`config.mk`:
```
export PLATFORM = sky130hd
export DESIGN_NAME = cdb_arbiter
export DESIGN_NICKNAME = d
export VERILOG_FILES = /design/src/rtl/cdb_arbiter.sv
export SDC_FILE = /design/constraint.sdc
export NUM_CORES = 1
export LEC_CHECK = 0
export BUFFER_PORTS_ARGS = -buffer_cell sky130_fd_sc_hd__buf_2
export CORE_ASPECT_RATIO = 1.5
export CORE_MARGIN = 5
export CORE_UTILIZATION = 49
export DETAILED_ROUTE_END_ITERATION = 8
export GPL_TIMING_DRIVEN = 0
export PLACE_DENSITY = 0.88
export SLEW_MARGIN = 5
export SYNTH_ARGS = -nofsm -noshare
export SYNTH_HDL_FRONTEND = slang
export SYNTH_SLANG_ARGS = --single-unit
```
`constraint.sdc`:
```
create_clock -name clk -period 6.65 [get_ports clk]
set_clock_uncertainty 0.05 [all_clocks]
set_input_delay 0.3325 -clock clk [delete_from_list [all_inputs] [get_ports clk]]
set_output_delay 0.3325 -clock clk [all_outputs]
set_load 0.005 [all_outputs]
```
`src/rtl/cdb_arbiter.sv`:
```
// Round-robin arbiter and registered driver for the common data bus.
// Picks one requesting FU per clock. The FU granted on the previous edge is
// masked so that a request still held high is not broadcast twice. The
// winner's payload is registered onto cdb with the on bit set.
module cdb_arbiter #(
    parameter int N_REQ     = 5,
    parameter int PAYLOAD_W = 38,
    parameter int CNT_W     = 16
) (
    input  logic                         clk,
    input  logic                         rst,
    input  logic [N_REQ-1:0]             req,
    input  logic [N_REQ*PAYLOAD_W-1:0]   payload_in,
    input  logic                         flush,
    output logic [PAYLOAD_W:0]           cdb,
    output logic [N_REQ-1:0]             grant,
    output logic [CNT_W-1:0]             bcast_cnt
);

    localparam int PTR_W = (N_REQ > 1) ? $clog2(N_REQ) : 1;

    logic [PTR_W-1:0]       ptr;
    logic [N_REQ-1:0]       last;

    logic [N_REQ-1:0]       elig_p0;
    logic [2*N_REQ-1:0]     elig_rot_p0;
    logic                   win_vld_p0;
    logic [PTR_W-1:0]       win_idx_p0;
    logic [N_REQ-1:0]       win_oh_p0;
    logic [PAYLOAD_W-1:0]   win_payload_p0;
    int                     win_sum_p0;

    // Counter increment that holds at all-ones instead of wrapping.
    function automatic logic [CNT_W-1:0] sat_inc(input logic [CNT_W-1:0] v);
        return (&v) ? v : v + CNT_W'(1);
    endfunction

    // Pointer advance past the winner, wrapping N_REQ-1 back to 0.
    function automatic logic [PTR_W-1:0] wrap_inc(input logic [PTR_W-1:0] idx);
        return (idx == PTR_W'(N_REQ - 1)) ? '0 : idx + PTR_W'(1);
    endfunction

    // Arbitration: rotate eligible requests so ptr sits at bit 0, take the
    // first set bit, then map the offset back to an absolute FU index.
    always_comb begin
        elig_p0        = req & ~last;
        elig_rot_p0    = {elig_p0, elig_p0} >> ptr;
        win_vld_p0     = 1'b0;
        win_sum_p0     = 0;
        win_idx_p0     = '0;
        win_oh_p0      = '0;
        win_payload_p0 = '0;
        for (int k = 0; k < N_REQ; k++) begin
            if (!win_vld_p0 && elig_rot_p0[k]) begin
                win_vld_p0 = 1'b1;
                win_sum_p0 = int'(ptr) + k;
            end
        end
        if (win_sum_p0 >= N_REQ) begin
            win_sum_p0 = win_sum_p0 - N_REQ;
        end
        win_idx_p0 = PTR_W'(win_sum_p0);
        for (int i = 0; i < N_REQ; i++) begin
            if (win_vld_p0 && (win_idx_p0 == PTR_W'(i))) begin
                win_oh_p0[i]   = 1'b1;
                win_payload_p0 = payload_in[i*PAYLOAD_W +: PAYLOAD_W];
            end
        end
    end

    // ---- stage boundary: arbitration result registered onto the CDB ----
    // Bus, grant, mask, pointer and broadcast count update; flush or an
    // empty arbitration drives an idle bus and leaves ptr/count alone.
    always_ff @(posedge clk or negedge rst) begin
        if (!rst) begin
            cdb       <= '0;
            grant     <= '0;
            last      <= '0;
            ptr       <= '0;
            bcast_cnt <= '0;
        end else if (flush || !win_vld_p0) begin
            cdb       <= '0;
            grant     <= '0;
            last      <= '0;
        end else begin
            cdb       <= {1'b1, win_payload_p0};
            grant     <= win_oh_p0;
            last      <= win_oh_p0;
            ptr       <= wrap_inc(win_idx_p0);
            bcast_cnt <= sat_inc(bcast_cnt);
        end
    end

endmodule

```
==> results.ini <==
[outcome]
status = complete, no violations

[die]
rows = 43
die_h_um = 129
core-area_sq_mm = 0.00925
initial_core_util_pct = 49.9
ioPinCount = 258
die_w_um = 89.2
dieArea_sq_mm = 0.0115

[timing]
rsz0062_at_grt = no
setup_slack_ns = 1.52
finalSetupViolCount = 0
max_slew_margin_pct = 44.4
fin_tns_setup_ns = 0
finalMaxSlewViolations = 0
max_freq_mhz = 195
hold_slack_ns = 0.0368
finalCritPeriodShare_pct = 77.1
worst_pin_slew_ns = 0.834
period_minus_slack_ns = 5.13
final-hold-violation-count = 0

[run]
drv_cap = 0

[yosys]
syn_inst = 505
ys_async_sr_fraction_pct = 100
synthFlopType = dfrtp_1
synthesis.area_sq_mm = 0.00461
syn_nets = 713
synth_cell_types = 59
ys_warn_count = 0
syn_area_per_cell_sq_um = 9.13
yosys.area.top_type = dfrtp_1
synth.area.top_cells = dfrtp_1, mux2i_1, nand3_1, o2111ai_1, nand3b_1
ys_ff_latch = 63
synth_top_area_share_pct = 34.2
synth_enable_flop_cells = 0
yosysSeqAreaShare_pct = 34.2

[detailed_routing]
vias_per_cell = 5.98
vias = 5301
drc = 0
routed_wl_um = 17800
ant_nets = 0
dr.pass1.iters = 5
drt_iter0_drc = 279
wl_per_cell_um = 20.1

[cts]
clockBufferDepth = 2
cts_num_sinks = 63
numCtsBuffers = 9
clkTransAtPathRegs_ns = 0.05
cts_root_buf = clkbuf_16
clock_latency_ns = 0.33
cts_resized = 0
tritoncts = yes
ctsHoldBuffers = 0
post_cts.repair.setup_buffers = 0
cts_max_level = 3

[setup_path]
worst_r2r_startpoint = ptr[2]
r2r_cells = 19
start_kind = flip-flop
worstPathArrival_ns = 5.33
worstPathMaxFanout = 10
end_kind = flip-flop
timing.rr.end = cdb[28]
regToRegSetupSlack_ns = 1.52
critPathKind = reg -> reg
worstPathRequired_ns = 6.85

[place]
pre_cts_ws_ns = 1.59
gp_congestion = 0.965
hpwl_um = 14100
portBuffers = 257

[layout]
syn_to_final_growth_pct = 37.2
nets = 981
drive_gt1_share_pct = 38.3
nFillCells = 785
regArea_sq_mm = 0.00158
multi_input_area_sq_mm = 0.00278
diodes = 0
post-route-util_pct = 68.4

[worst_hold_path]
hold_path_class = in -> async

[global_route]
grt_max_degree = 64
grt_pass1_wl_um = 27000
gr-total-overflow = 0
antenna_found_initial = 0
grt_util_all_layers_pct = 30.7
grt_pass1_vias = 5418

==> cells in the mapped netlist, drive strengths merged, types with 3 or more instances <==
cell type	instances
nand3	82
o21ai	5
o2111ai	38
dfrtp	63
and3	5
xor2	5
clkbuf	23
mux2i	43
xnor2	13
a21oi	4
a21o	3
nand4	8
nand2	13
ha	10
nor3	9
buf	22
and2	43
nand2b	4
nor2b	6
nor2	11
or3b	3
a211oi	3
inv	11
nand3b	42
==> worst max-delay path: stages (launching register included) <==
cell,delay (ns)
dfrtp_1,0.50
buf_2,0.28
nand2b_1,0.15
o2bb2ai_1,0.11
nor3_1,0.68
or2_2,0.26
a21oi_1,0.11
nor2_1,0.25
inv_1,0.08
ha_1,0.22
nor2b_1,0.16
o221ai_4,0.25
xor2_1,0.30
ha_1,0.20
ha_1,0.18
and2_1,0.17
clkbuf_1,0.39
clkbuf_1,0.42
nand3b_1,0.16
o2111ai_1,0.12
==> metrics by stage <==
stage / std cells / instance area, sq um
finish: 887 / 6330
CTS: 887 / 6330
global route: 887 / 6330
detailed placement: 874 / 6040
floorplan: 505 / 4610
global placement: 874 / 6040
==> final cells by class <==
| cell class | count | area share [%] |
|---|---|---|
| plain buffers | 45 | 3.46 |
| clock buffers | 12 | 4.05 |
| clock inverters | 1 | 0.474 |
| inverters | 11 | 0.652 |
| multi-input cells | 386 | 43.9 |
| flip-flops and latches | 63 | 24.9 |
| well taps | 112 | 2.21 |
| repair buffers | 257 | 20.4 |
==> worst max-delay path by stage <==
stage	startpoint	to	slack, ns	cells after the start
6_report	ptr[2]	cdb[28]	1.52	19
5_1_grt	ptr[2]	cdb[30]	1.12	19
4_1_cts	ptr[2]	cdb[28]	1.59	19
3_5_place_dp	ptr[2]	cdb[28]	1.59	19
3_3_place_gp	ptr[2]	cdb[28]	1.75	18
2_1_floorplan	ptr[2]	cdb[19]	2.55	18
==> cell families after synthesis <==
kind of cell               count (synthesis)  share of synthesized area, %
AOI/OAI and AO/OA                         80                          14.9
buffers and inverters                     56                          5.64
adders and majority gates                 10                          2.71
muxes                                     45                          9.82
xor gates and xnor gates                  18                          3.42
and+or+nand+nor                          233                          29.3
DFF                                       63                          34.2
==> state kept, by name (all words and copies together) (netlist names) <==
name / count
bcast_cnt: 16
cdb: 39
last: 5
ptr: 3
==> per-layer routing <==
metal | global-route usage, % | vias up | wire [um]
li1 | - | 2421 | -
met1 | 35.9 | 2521 | 6390
met2 | 52.5 | 295 | 9240
met3 | 6.28 | 64 | 1400
met4 | 15.0 | 0 | 803
met5 | 0 | - | 0
==> cells in the final DEF (no fill, tap or decap), types with 13 or more instances in the layout <==
cell type	count
mux2i_1	43
nand3b_1	42
dfrtp_1	63
nand2_1	13
nand3_1	82
o2111ai_1	38
buf_2	269
clkbuf_1	24
and2_1	43
xnor2_1	13
Power is left out: the tool's default activity adds up to more than one toggle a clock period on the data nets, which glitch-free logic cannot reach.
